`config.mk`:
```
export PLATFORM = sky130hd
export DESIGN_NAME = riscv_lsu_flat
export DESIGN_NICKNAME = d
export VERILOG_FILES = /design/src/rtl/riscv_lsu_if.sv /design/src/rtl/riscv_lsu.sv /design/src/flat_wrapper.sv
export SDC_FILE = /design/constraint.sdc
export NUM_CORES = 1
export LEC_CHECK = 0
export ABC_AREA = 1
export BUFFER_PORTS_ARGS = -buffer_cell sky130_fd_sc_hd__clkbuf_2
export CAP_MARGIN = 20
export CORE_UTILIZATION = 35
export CTS_CLUSTER_SIZE = 20
export DETAILED_ROUTE_END_ITERATION = 6
export PLACE_DENSITY = 0.59
export SETUP_SLACK_MARGIN = 0.15
export SYNTH_ARGS = -nofsm -noshare
export SYNTH_HDL_FRONTEND = slang
export SYNTH_SLANG_ARGS = --single-unit
export TNS_END_PERCENT = 10
```
`constraint.sdc`:
```
create_clock -name clk -period 3.9 [get_ports clk]
set_input_delay 0.39 -clock clk [delete_from_list [all_inputs] [get_ports clk]]
set_output_delay 0.39 -clock clk [all_outputs]
set_load 0.1 [all_outputs]
```
`src/rtl/riscv_lsu_if.sv`:
```
// riscv_lsu_if: core-side request/response bundle of the riscv_lsu byte-serial
// load/store sequencer. The core drives through master; the sequencer uses slave.
interface riscv_lsu_if #(
  parameter int WORD_LENGTH = 32,
  parameter int ADDR_LENGTH = 32
);
  logic                   req_valid;
  logic                   req_ready;
  logic [ADDR_LENGTH-1:0] addr;
  logic                   write_en;
  logic [WORD_LENGTH-1:0] wdata;
  logic [1:0]             ram_mask_sel;
  logic                   load_unsigned;
  logic                   resp_valid;
  logic [WORD_LENGTH-1:0] rdata;
  logic                   busy;

  modport master (
    output req_valid, addr, write_en, wdata, ram_mask_sel, load_unsigned,
    input  req_ready, resp_valid, rdata, busy
  );

  modport slave (
    input  req_valid, addr, write_en, wdata, ram_mask_sel, load_unsigned,
    output req_ready, resp_valid, rdata, busy
  );
endinterface

```
`src/rtl/riscv_lsu.sv`:
```
// riscv_lsu: turns one byte/half/word core request into 1, 2 or 4 little-endian
// byte accesses on a byte-wide BRAM. Define RISCV_LSU_MISALIGN_TRAP_EN to trap misaligned H/W.
module riscv_lsu #(
  parameter int WORD_LENGTH = 32,
  parameter int ADDR_LENGTH = 32
) (
  input  logic                   clk,
  input  logic                   reset,
  riscv_lsu_if.slave             core,
  output logic                   bram_write_en,
  output logic [ADDR_LENGTH-1:0] bram_addr,
  output logic [7:0]             bram_wdata,
  input  logic [7:0]             bram_dout
`ifdef RISCV_LSU_MISALIGN_TRAP_EN
  ,
  output logic                   misalign
`endif
);

  localparam logic [1:0] MASK_B = 2'd0;
  localparam logic [1:0] MASK_H = 2'd1;
  localparam logic [1:0] MASK_W = 2'd2;

  typedef enum logic [1:0] {
    IDLE,
    ACCESS,
    DRAIN,
    RESP
  } state_t;

  state_t                 state;
  state_t                 next_state;
  logic                   accept;
  logic                   misaligned_req;
  logic                   access_done;
  logic [1:0]             req_last_idx;
  logic [1:0]             last_idx;
  logic [1:0]             byte_cnt;
  logic [1:0]             next_cnt;
  logic [1:0]             prev_cnt;
  logic                   is_store;
  logic                   load_unsigned_q;
  logic [WORD_LENGTH-1:0] wdata_sr;
  logic [WORD_LENGTH-1:0] rdata_q;
  logic [WORD_LENGTH-1:0] load_word;
  logic [3:0][7:0]        load_buf;
  logic [3:0][7:0]        assembled;
  logic [7:0]             fill_byte;

  assign accept      = core.req_valid && (state == IDLE);
  assign access_done = (byte_cnt == last_idx);
  assign next_cnt    = byte_cnt + 2'd1;
  assign prev_cnt    = byte_cnt - 2'd1;

  // Index of the last byte of the access; unknown encodings behave as a word.
  always_comb begin
    req_last_idx = 2'd3;
    case (core.ram_mask_sel)
      MASK_B:  req_last_idx = 2'd0;
      MASK_H:  req_last_idx = 2'd1;
      MASK_W:  req_last_idx = 2'd3;
      default: req_last_idx = 2'd3;
    endcase
  end

`ifdef RISCV_LSU_MISALIGN_TRAP_EN
  logic trap_q;

  assign misaligned_req = ((req_last_idx == 2'd1) && core.addr[0]) ||
                          ((req_last_idx == 2'd3) && (core.addr[1:0] != 2'b00));

  always_ff @(posedge clk or posedge reset) begin
    if (reset) begin
      trap_q <= 1'b0;
    end else if (accept) begin
      trap_q <= misaligned_req;
    end
  end

  assign misalign = (state == RESP) && trap_q;
`else
  assign misaligned_req = 1'b0;
`endif

  always_ff @(posedge clk or posedge reset) begin
    if (reset) begin
      state <= IDLE;
    end else begin
      state <= next_state;
    end
  end

  always_comb begin
    next_state = state;
    unique case (state)
      IDLE:    if (accept) next_state = misaligned_req ? RESP : ACCESS;
      ACCESS:  if (access_done) next_state = is_store ? RESP : DRAIN;
      DRAIN:   next_state = RESP;
      RESP:    next_state = IDLE;
      default: next_state = IDLE;
    endcase
  end

  // The final byte arrives in DRAIN straight from the BRAM, so it bypasses load_buf
  // and also supplies the sign for the upper bytes.
  always_comb begin
    assembled           = load_buf;
    assembled[last_idx] = bram_dout;
    fill_byte           = load_unsigned_q ? 8'h00 : {8{bram_dout[7]}};
    for (int k = 0; k < 4; k++) begin
      if (k > int'(last_idx)) assembled[k] = fill_byte;
    end
    load_word = assembled;
  end

  // BRAM outputs are registered so reset clears them immediately; each ACCESS
  // cycle already presents the address/byte prepared on the previous edge.
  always_ff @(posedge clk or posedge reset) begin
    if (reset) begin
      bram_write_en   <= 1'b0;
      bram_addr       <= '0;
      bram_wdata      <= '0;
      byte_cnt        <= '0;
      last_idx        <= '0;
      is_store        <= 1'b0;
      load_unsigned_q <= 1'b0;
      wdata_sr        <= '0;
      load_buf        <= '0;
      rdata_q         <= '0;
    end else begin
      unique case (state)
        IDLE: begin
          if (accept) begin
            is_store        <= core.write_en;
            load_unsigned_q <= core.load_unsigned;
            last_idx        <= req_last_idx;
            byte_cnt        <= '0;
            wdata_sr        <= core.wdata >> 8;
            if (!misaligned_req) begin
              bram_addr     <= core.addr;
              bram_wdata    <= core.wdata[7:0];
              bram_write_en <= core.write_en;
            end
          end
        end
        ACCESS: begin
          if (!is_store && (byte_cnt != 2'd0)) begin
            load_buf[prev_cnt] <= bram_dout;
          end
          if (access_done) begin
            bram_write_en <= 1'b0;
          end else begin
            byte_cnt   <= next_cnt;
            bram_addr  <= bram_addr + ADDR_LENGTH'(1);
            bram_wdata <= wdata_sr[7:0];
            wdata_sr   <= wdata_sr >> 8;
          end
        end
        DRAIN: begin
          rdata_q <= load_word;
        end
        RESP: begin
        end
        default: begin
        end
      endcase
    end
  end

  assign core.req_ready  = (state == IDLE);
  assign core.busy       = (state != IDLE);
  assign core.resp_valid = (state == RESP);
  assign core.rdata      = rdata_q;

endmodule

```
`src/flat_wrapper.sv`:
```
// flat-port wrapper written by rule: the top's interface ports become plain ports
module riscv_lsu_flat 
#(
  parameter int WORD_LENGTH = 32,
  parameter int ADDR_LENGTH = 32
)
  (clk, reset, bram_write_en, bram_addr, bram_wdata, bram_dout, core_req_valid, core_addr, core_write_en, core_wdata, core_ram_mask_sel, core_load_unsigned, core_req_ready, core_resp_valid, core_rdata, core_busy);
  riscv_lsu_if #(.WORD_LENGTH(WORD_LENGTH), .ADDR_LENGTH(ADDR_LENGTH)) core_i ();
  input  logic clk;
  input  logic reset;
  output logic bram_write_en;
  output logic [ADDR_LENGTH-1:0] bram_addr;
  output logic [7:0] bram_wdata;
  input  logic [7:0] bram_dout;
  input wire logic [$bits(core_i.req_valid)-1:0] core_req_valid;
  input wire logic [$bits(core_i.addr)-1:0] core_addr;
  input wire logic [$bits(core_i.write_en)-1:0] core_write_en;
  input wire logic [$bits(core_i.wdata)-1:0] core_wdata;
  input wire logic [$bits(core_i.ram_mask_sel)-1:0] core_ram_mask_sel;
  input wire logic [$bits(core_i.load_unsigned)-1:0] core_load_unsigned;
  output wire logic [$bits(core_i.req_ready)-1:0] core_req_ready;
  output wire logic [$bits(core_i.resp_valid)-1:0] core_resp_valid;
  output wire logic [$bits(core_i.rdata)-1:0] core_rdata;
  output wire logic [$bits(core_i.busy)-1:0] core_busy;
  assign core_i.req_valid = core_req_valid;
  assign core_i.addr = core_addr;
  assign core_i.write_en = core_write_en;
  assign core_i.wdata = core_wdata;
  assign core_i.ram_mask_sel = core_ram_mask_sel;
  assign core_i.load_unsigned = core_load_unsigned;
  assign core_req_ready = core_i.req_ready;
  assign core_resp_valid = core_i.resp_valid;
  assign core_rdata = core_i.rdata;
  assign core_busy = core_i.busy;
  riscv_lsu #(.WORD_LENGTH(WORD_LENGTH), .ADDR_LENGTH(ADDR_LENGTH)) u_core (.clk(clk), .reset(reset), .core(core_i), .bram_write_en(bram_write_en), .bram_addr(bram_addr), .bram_wdata(bram_wdata), .bram_dout(bram_dout));
endmodule
```
==> summary.md, run 1 <==
| Metric | Value |
|---|---|
| Syn_area_per_cell | 7.619 µm² |
| Post-Synthesis Cell Area | 6644 µm² |
| Top Family by Delay on Critical Path | buffers and inverters |
| CP bufs+invs | 2 |
| Seq/Total Area, Yosys | 48.59% |
| Row Count | 50 |
| Critical Path, Cell by Cell | inv_1, ha_4, buf_4, nand3_1, nor2_1, nand2_1, a21oi_1, a21oi_1 |
| Fin nets | 1,103 |
| Clk pin slew, worst setup/hold paths | 70 ps |
| Area Overhead vs Synth | 23.37% |
| Post-synth top flop | dfrtp_1 |
| Skew final | 15.39 ps |
| Initial antenna violation count | 0 |
| HP Class | primary input to asynchronous set/reset pin |
| CP required | 4200 ps |
| Gr ovfl total | 0 |
| Final cycle utilization of the critical path | 59.29% |
| Wirelength per Cell | 14.59 µm |
| Count of buffers from port buffering | 154 |
| Detail Route Antenna Nets | 0 |
| Critical Path AT | 2610 ps |
| CTS H-tree depth | 4 |
| Core ar. | 18,640 µm² |
| Fmax | 0.4325 GHz |
| CTS-repair resized insts | 0 |
| Synth cell types | 31 |
| CTS buffer count | 17 |
| Post-synth EDFFs | 0 |
| Global Route Usage Sum | 19.64% |
| R2R depth | 8 |
| Post-Syn Nets | 961 |
| N_diodes | 0 |
| Clock Latency Late Sink | 420 ps |
| Die ar. | 19,540 µm² |
| Most frequent cells in the layout | 253 x nand2_1, 154 x clkbuf_2, 129 x dfrtp_1, 116 x nor2_1, 99 x o21ai_0 |
| Die Ht | 139.8 µm |
| Share of layout cells above drive strength 1 | 20.64% |
| Asr flop ratio synth | 100.0% |
| Postcts setup bufs | 0 |
| Setup violators final | 0 |
| Crit Path Class | flop to flop |
| CTS Buffer Depth | 2 |
| Cell with the largest stage delay on the worst path | buf_4 |
| Most frequent CP cell | a21oi_1 |
| IO Pins | 155 |
| CP Depth | 8 |
| Hold WS | 125.2 ps |
| Status | complete, no violations |
| Vias/cell | 4.901 |
| Fin crit period | 2312 ps |
| Width of the die | 139.8 µm |
| Vias in the first global route | 5,922 |
| TritonCTS Sinks | 129 |
| First DRT Iteration DRCs | 463 |
| Final hold vios | 0 |
| GPL Wtd Cong | 0.8998 |
| CP startpoint kind | flop |
| Initial core utilization | 35.64% |
| Routed vias | 6,180 |
| Synth Instances | 872 |
| CP Capture Type | flop |
| First-pass GRT wire length | 30.29 mm |
| Worst Tran Pin Value | 775.5 ps |
| CTS Hold Buffers Added | 0 |
| Setup WS pre-CTS | 1631 ps |
| Worst rel slew slack | 48.30% |
| CP Max Fanout | 76 |
| TritonCTS clock tree | done |
| Hpwl dp | 12.76 mm |
| WL final | 18.39 mm |
| RSZ-0062 raised after global routing | false |
| Setup TNS | 0 ps |
| PnR worst setup slack | 1588 ps |
| Detailed-router iteration count before antenna repair | 5 |
| Yosys Warn Count | 0 |
| Final Max Slew Viols | 0 |
| Max-cap viol count | 0 |
| Commonest non-fill, non-tap cell in the layout | nand2_1 |
| DRC | 0 |
| Worst path max stage delay | 640 ps |
| Root Buffer Master | clkbuf_16 |
| Largest net degree at the start of global routing | 130 |
| Register bit total from synthesis | 129 |
==> state kept, by name, indices dropped and copies added, names as in the netlist <==
name,cells
u_core.bram_addr,32
u_core.core.rdata,32
u_core.load_buf,24
u_core.wdata_sr,24
u_core.bram_wdata,8
u_core.byte_cnt,2
u_core.last_idx,2
u_core.state,2
u_core.bram_write_en,1
u_core.is_store,1
u_core.load_unsigned_q,1
==> logic make-up (layout without fill, tap and decap cells) <==
kind of cell | count (synthesis) | in the layout | synth area share, %
XOR/XNOR | 4 | 4 | 0.5273
flip-flops | 129 | 129 | 48.59
AO/OA/AOI/OAI | 185 | 185 | 15.35
multiplexers | 1 | 1 | 0.1695
adder cells (fa/ha/maj) | 10 | 10 | 1.883
buffers and inverters | 100 | 255 | 6.158
AND/OR/NAND/NOR | 443 | 443 | 27.33
==> worst min-delay path: stages <==
cell	delay (ps)
clkbuf_2	100
clkinvlp_4	70
buf_12	470
==> synthesized netlist by cell type, types with 2 or more instances <==
master	instances	area share (%)
clkbuf_1	20	1.1
o211ai_1	5	0.57
o31ai_1	13	1.5
nand3_1	42	3.2
dfrtp_1	129	49
nor2_1	116	6.6
o21ai_1	11	0.83
a21oi_1	36	2.7
o22a_1	8	1.1
inv_1	58	3.3
nand3b_1	12	1.4
buf_2	12	0.90
and2_1	2	0.19
or2_2	11	1.0
buf_4	5	0.57
ha_1	10	1.9
xor2_1	4	0.53
nand2_1	253	14
o22ai_1	10	0.94
o21ai_0	99	7.5
nand4_1	3	0.28
inv_2	4	0.23
==> through the flow <==
step / area [µm²] / util [%] / cells
2_1_floorplan: 6648 / - / 872
3_3_place_gp: 7609 / 40.81 / 1229
3_5_place_dp: 7609 / 40.81 / 1229
4_1_cts: 8197 / 43.97 / 1261
5_1_grt: 8197 / 43.97 / 1261
6_report: 8197 / 43.97 / 1261
==> layout make-up <==
type | count | area (µm²)
timing repair buffer | 160 | 828.3
multi-input combinational | 643 | 3019
inverter | 63 | 240.2
fill | 1951 | 10450
clock inverter | 15 | 162.7
sequential | 129 | 3228
clock buffer | 17 | 425.4
tap | 234 | 292.8
==> path summary, 6_finish.rpt <==
path                                         to          startpoint  slack (ps)
max                        u_core.bram_addr[23]     u_core.state[1]        1590
min                        u_core.bram_addr[20]               reset         130
max reg2reg                u_core.bram_addr[23]     u_core.state[1]        1590
min reg2reg                  u_core.load_buf[2]  u_core.load_buf[2]         480
max in group asynchronous  u_core.bram_addr[23]               reset        3210
min in group clk            u_core.wdata_sr[17]      core_wdata[25]         200
==> layer usage <==
layer | track usage (%) | up-vias | part of all wire (%)
met3 | 4.783 | 21 | 5.9
met5 | 0 | - | 0
met2 | 30.03 | 191 | 44
li1 | - | 3127 | -
met1 | 27.08 | 2841 | 48
met4 | 6.709 | 0 | 1.8
Power of run 1 is left out: the tool's default activity adds up to more than one toggle a clock period on the data nets, which glitch-free logic cannot reach.
==> inputs of run 2 (changes only) <==
- PLACE_DENSITY: 0.59 -> 0.57
- clock period: 3.9 -> 2.2 ns (I/O delays scaled with it)
==> run 2 against run 1 <==
Compared with the run above:
- cell count is 1.6% higher
- non-clock buffer count grew 20
- largest cell class unchanged
- clock-buffer cell count rose by 3
==> summary.md, run 2 (same netlist as run 1, synthesis figures left out) <==
| Metric | Value |
|---|---|
| Worst path max stage delay | 480 ps (-160 ps) |
| Cell with the largest stage delay on the worst path | clkbuf_2 |
| CP startpoint kind | flop |
| CP Capture Type | output pin |
| Worst rel slew slack | 53.99% (+5.7 points) |
| Clock Latency Late Sink | 420 ps (about the same) |
| Wirelength per Cell | 14.90 µm (+2.2%) |
| Width of the die | 139.8 µm (unchanged) |
| Critical Path, Cell by Cell | inv_1, ha_2, clkbuf_2 |
| First-pass GRT wire length | 30.53 mm (+0.77%) |
| CTS H-tree depth | 4 (unchanged) |
| Critical Path AT | 1700 ps (-910 ps) |
| Largest net degree at the start of global routing | 80 (-38%) |
| Share of layout cells above drive strength 1 | 22.06% (+1.4 points) |
| CTS Buffer Depth | 2 (unchanged) |
| Detail Route Antenna Nets | 0 (unchanged) |
| CP bufs+invs | 2 (unchanged) |
| HP Class | primary input to flop |
| Count of buffers from port buffering | 154 (unchanged) |
| CTS buffer count | 17 (unchanged) |
| Clk pin slew, worst setup/hold paths | 60 ps (about the same) |
| Vias in the first global route | 5,736 (-3.1%) |
| Storage cell area | 3228 µm² (unchanged) |
| Core ar. | 18,640 µm² (unchanged) |
| CP Max Fanout | 6 (-92%) |
| Initial antenna violation count | 0 (unchanged) |
| Final hold vios | 0 (unchanged) |
| CP required | 1980 ps (-2220 ps) |
| GPL Wtd Cong | 0.8749 (-2.8%) |
| Crit Path Class | flop to output pin |
| Fill cells | 1,924 (-1.4%) |
| Fmax | 0.5207 GHz |
| Die Ht | 139.8 µm (unchanged) |
| Row Count | 50 (unchanged) |
| WL final | 19.09 mm (+3.8%) |
| TritonCTS Sinks | 129 (unchanged) |
| Vias/cell | 4.935 (+0.70%) |
| Area Overhead vs Synth | 26.65% |
| Area occupied by multi-input gates | 3022 µm² (about the same) |
| N_diodes | 0 (unchanged) |
| Initial core utilization | 35.64% (unchanged) |
| Top Family by Delay on Critical Path | buffers and inverters |
| Fin crit period | 1921 ps |
| Most frequent cells in the layout | 253 x nand2_1, 153 x clkbuf_2, 129 x dfrtp_1, 116 x nor2_1, 99 x o21ai_0 |
| Die ar. | 19,540 µm² (unchanged) |
| IO Pins | 155 (unchanged) |
| Setup violators final | 0 (unchanged) |
| Global Route Usage Sum | 19.78% (+0.14 points) |
| Area after DPL | 7764 µm² (+2.0%) |
| Max-cap viol count | 0 (unchanged) |
| Root Buffer Master | clkbuf_16 |
| Fin nets | 1,123 (+1.8%) |
| First DRT Iteration DRCs | 398 (-14%) |
| Gr ovfl total | 0 (unchanged) |
| Status | complete, no violations |
| Final cycle utilization of the critical path | 87.30% |
| Worst Tran Pin Value | 685.5 ps (-89.96 ps) |
| Setup TNS | 0 ps (unchanged) |
| Hpwl dp | 13.19 mm (+3.4%) |
| DRC | 0 (unchanged) |
| Final instance area | 8414 µm² (+2.7%) |
| Skew final | 12.76 ps (-2.627 ps) |
| Final Max Slew Viols | 0 (unchanged) |
| Commonest non-fill, non-tap cell in the layout | nand2_1 |
| Routed vias | 6,322 (+2.3%) |
| RSZ-0062 raised after global routing | true |
| TritonCTS clock tree | done |
| Detailed-router iteration count before antenna repair | 5 (unchanged) |
run 2: changes by cell type in the layout (fill, tap and decap cells not counted), moves of 2 or more:
cell,previous run,this run
buf_12,1,4
buf_4,5,19
clkbuf_8,0,2
clkinv_2,0,3
clkinv_4,0,3
inv_6,6,1
inv_8,3,0
run 2: final cells by class:
cell class	instances	share of cell area, %
Timing Repair Buffer	180	12.39
Multi-Input combinational cell	643	35.91
Tap cell	234	3.480
Clock inverter	12	1.576
Inverter	63	2.855
Sequential cell	129	38.36
Clock buffer	20	5.428
run 2: final timing paths:
kind	startpoint	to	slack (ps)	cells past startpoint
min in group asynchronous	reset	u_core.bram_addr[19]	460	4
max	u_core.state[0]	core_req_ready	280	3
min	core_wdata[31]	u_core.wdata_sr[23]	40	3
max in group asynchronous	reset	u_core.byte_cnt[0]	1370	4
max reg2reg	u_core.state[0]	u_core.bram_addr[12]	290	8
min reg2reg	u_core.bram_wdata[3]	u_core.bram_wdata[3]	480	2
run 2: metal layers:
layer / wire (µm) / track usage [%] / vias to the layer above
met3: 1313 / 5.368 / 21
li1: - / - / 3182
met2: 8398 / 28.89 / 190
met4: 288 / 6.420 / 0
met5: 0 / 0 / -
met1: 9092 / 28.18 / 2929
run 2: what timing repair did:
item / 4_1_cts / 5_1_grt
setup buffers: 0 / 4
setup endpoints to repair: 0 / 55
hold buffers: 1 / 0
gates resized for setup: 0 / 4
endpoints found under the hold margin: 129 / 0
run 2: worst min-delay path: stages:
cell and delay [ps]:
clkbuf_2 70, nand3_1 60, o21ai_0 70
run 2: through the flow:
| step | cells | setup slack (ps) | hold WS [ps] | util [%] |
|---|---|---|---|---|
| 2_1_floorplan | 872 | -963.4 | 362.3 | - |
| 3_3_place_gp | 1243 | 313.6 | 362.9 | 41.64 |
| 3_5_place_dp | 1243 | 276.7 | 364.5 | 41.64 |
| 4_1_cts | 1276 | 179.7 | 25.00 | 44.86 |
| 5_1_grt | 1281 | 121.4 | 38.37 | 45.13 |
| 6_report | 1281 | 279.4 | 42.43 | 45.13 |
Power of run 2 is left out for the same reason.
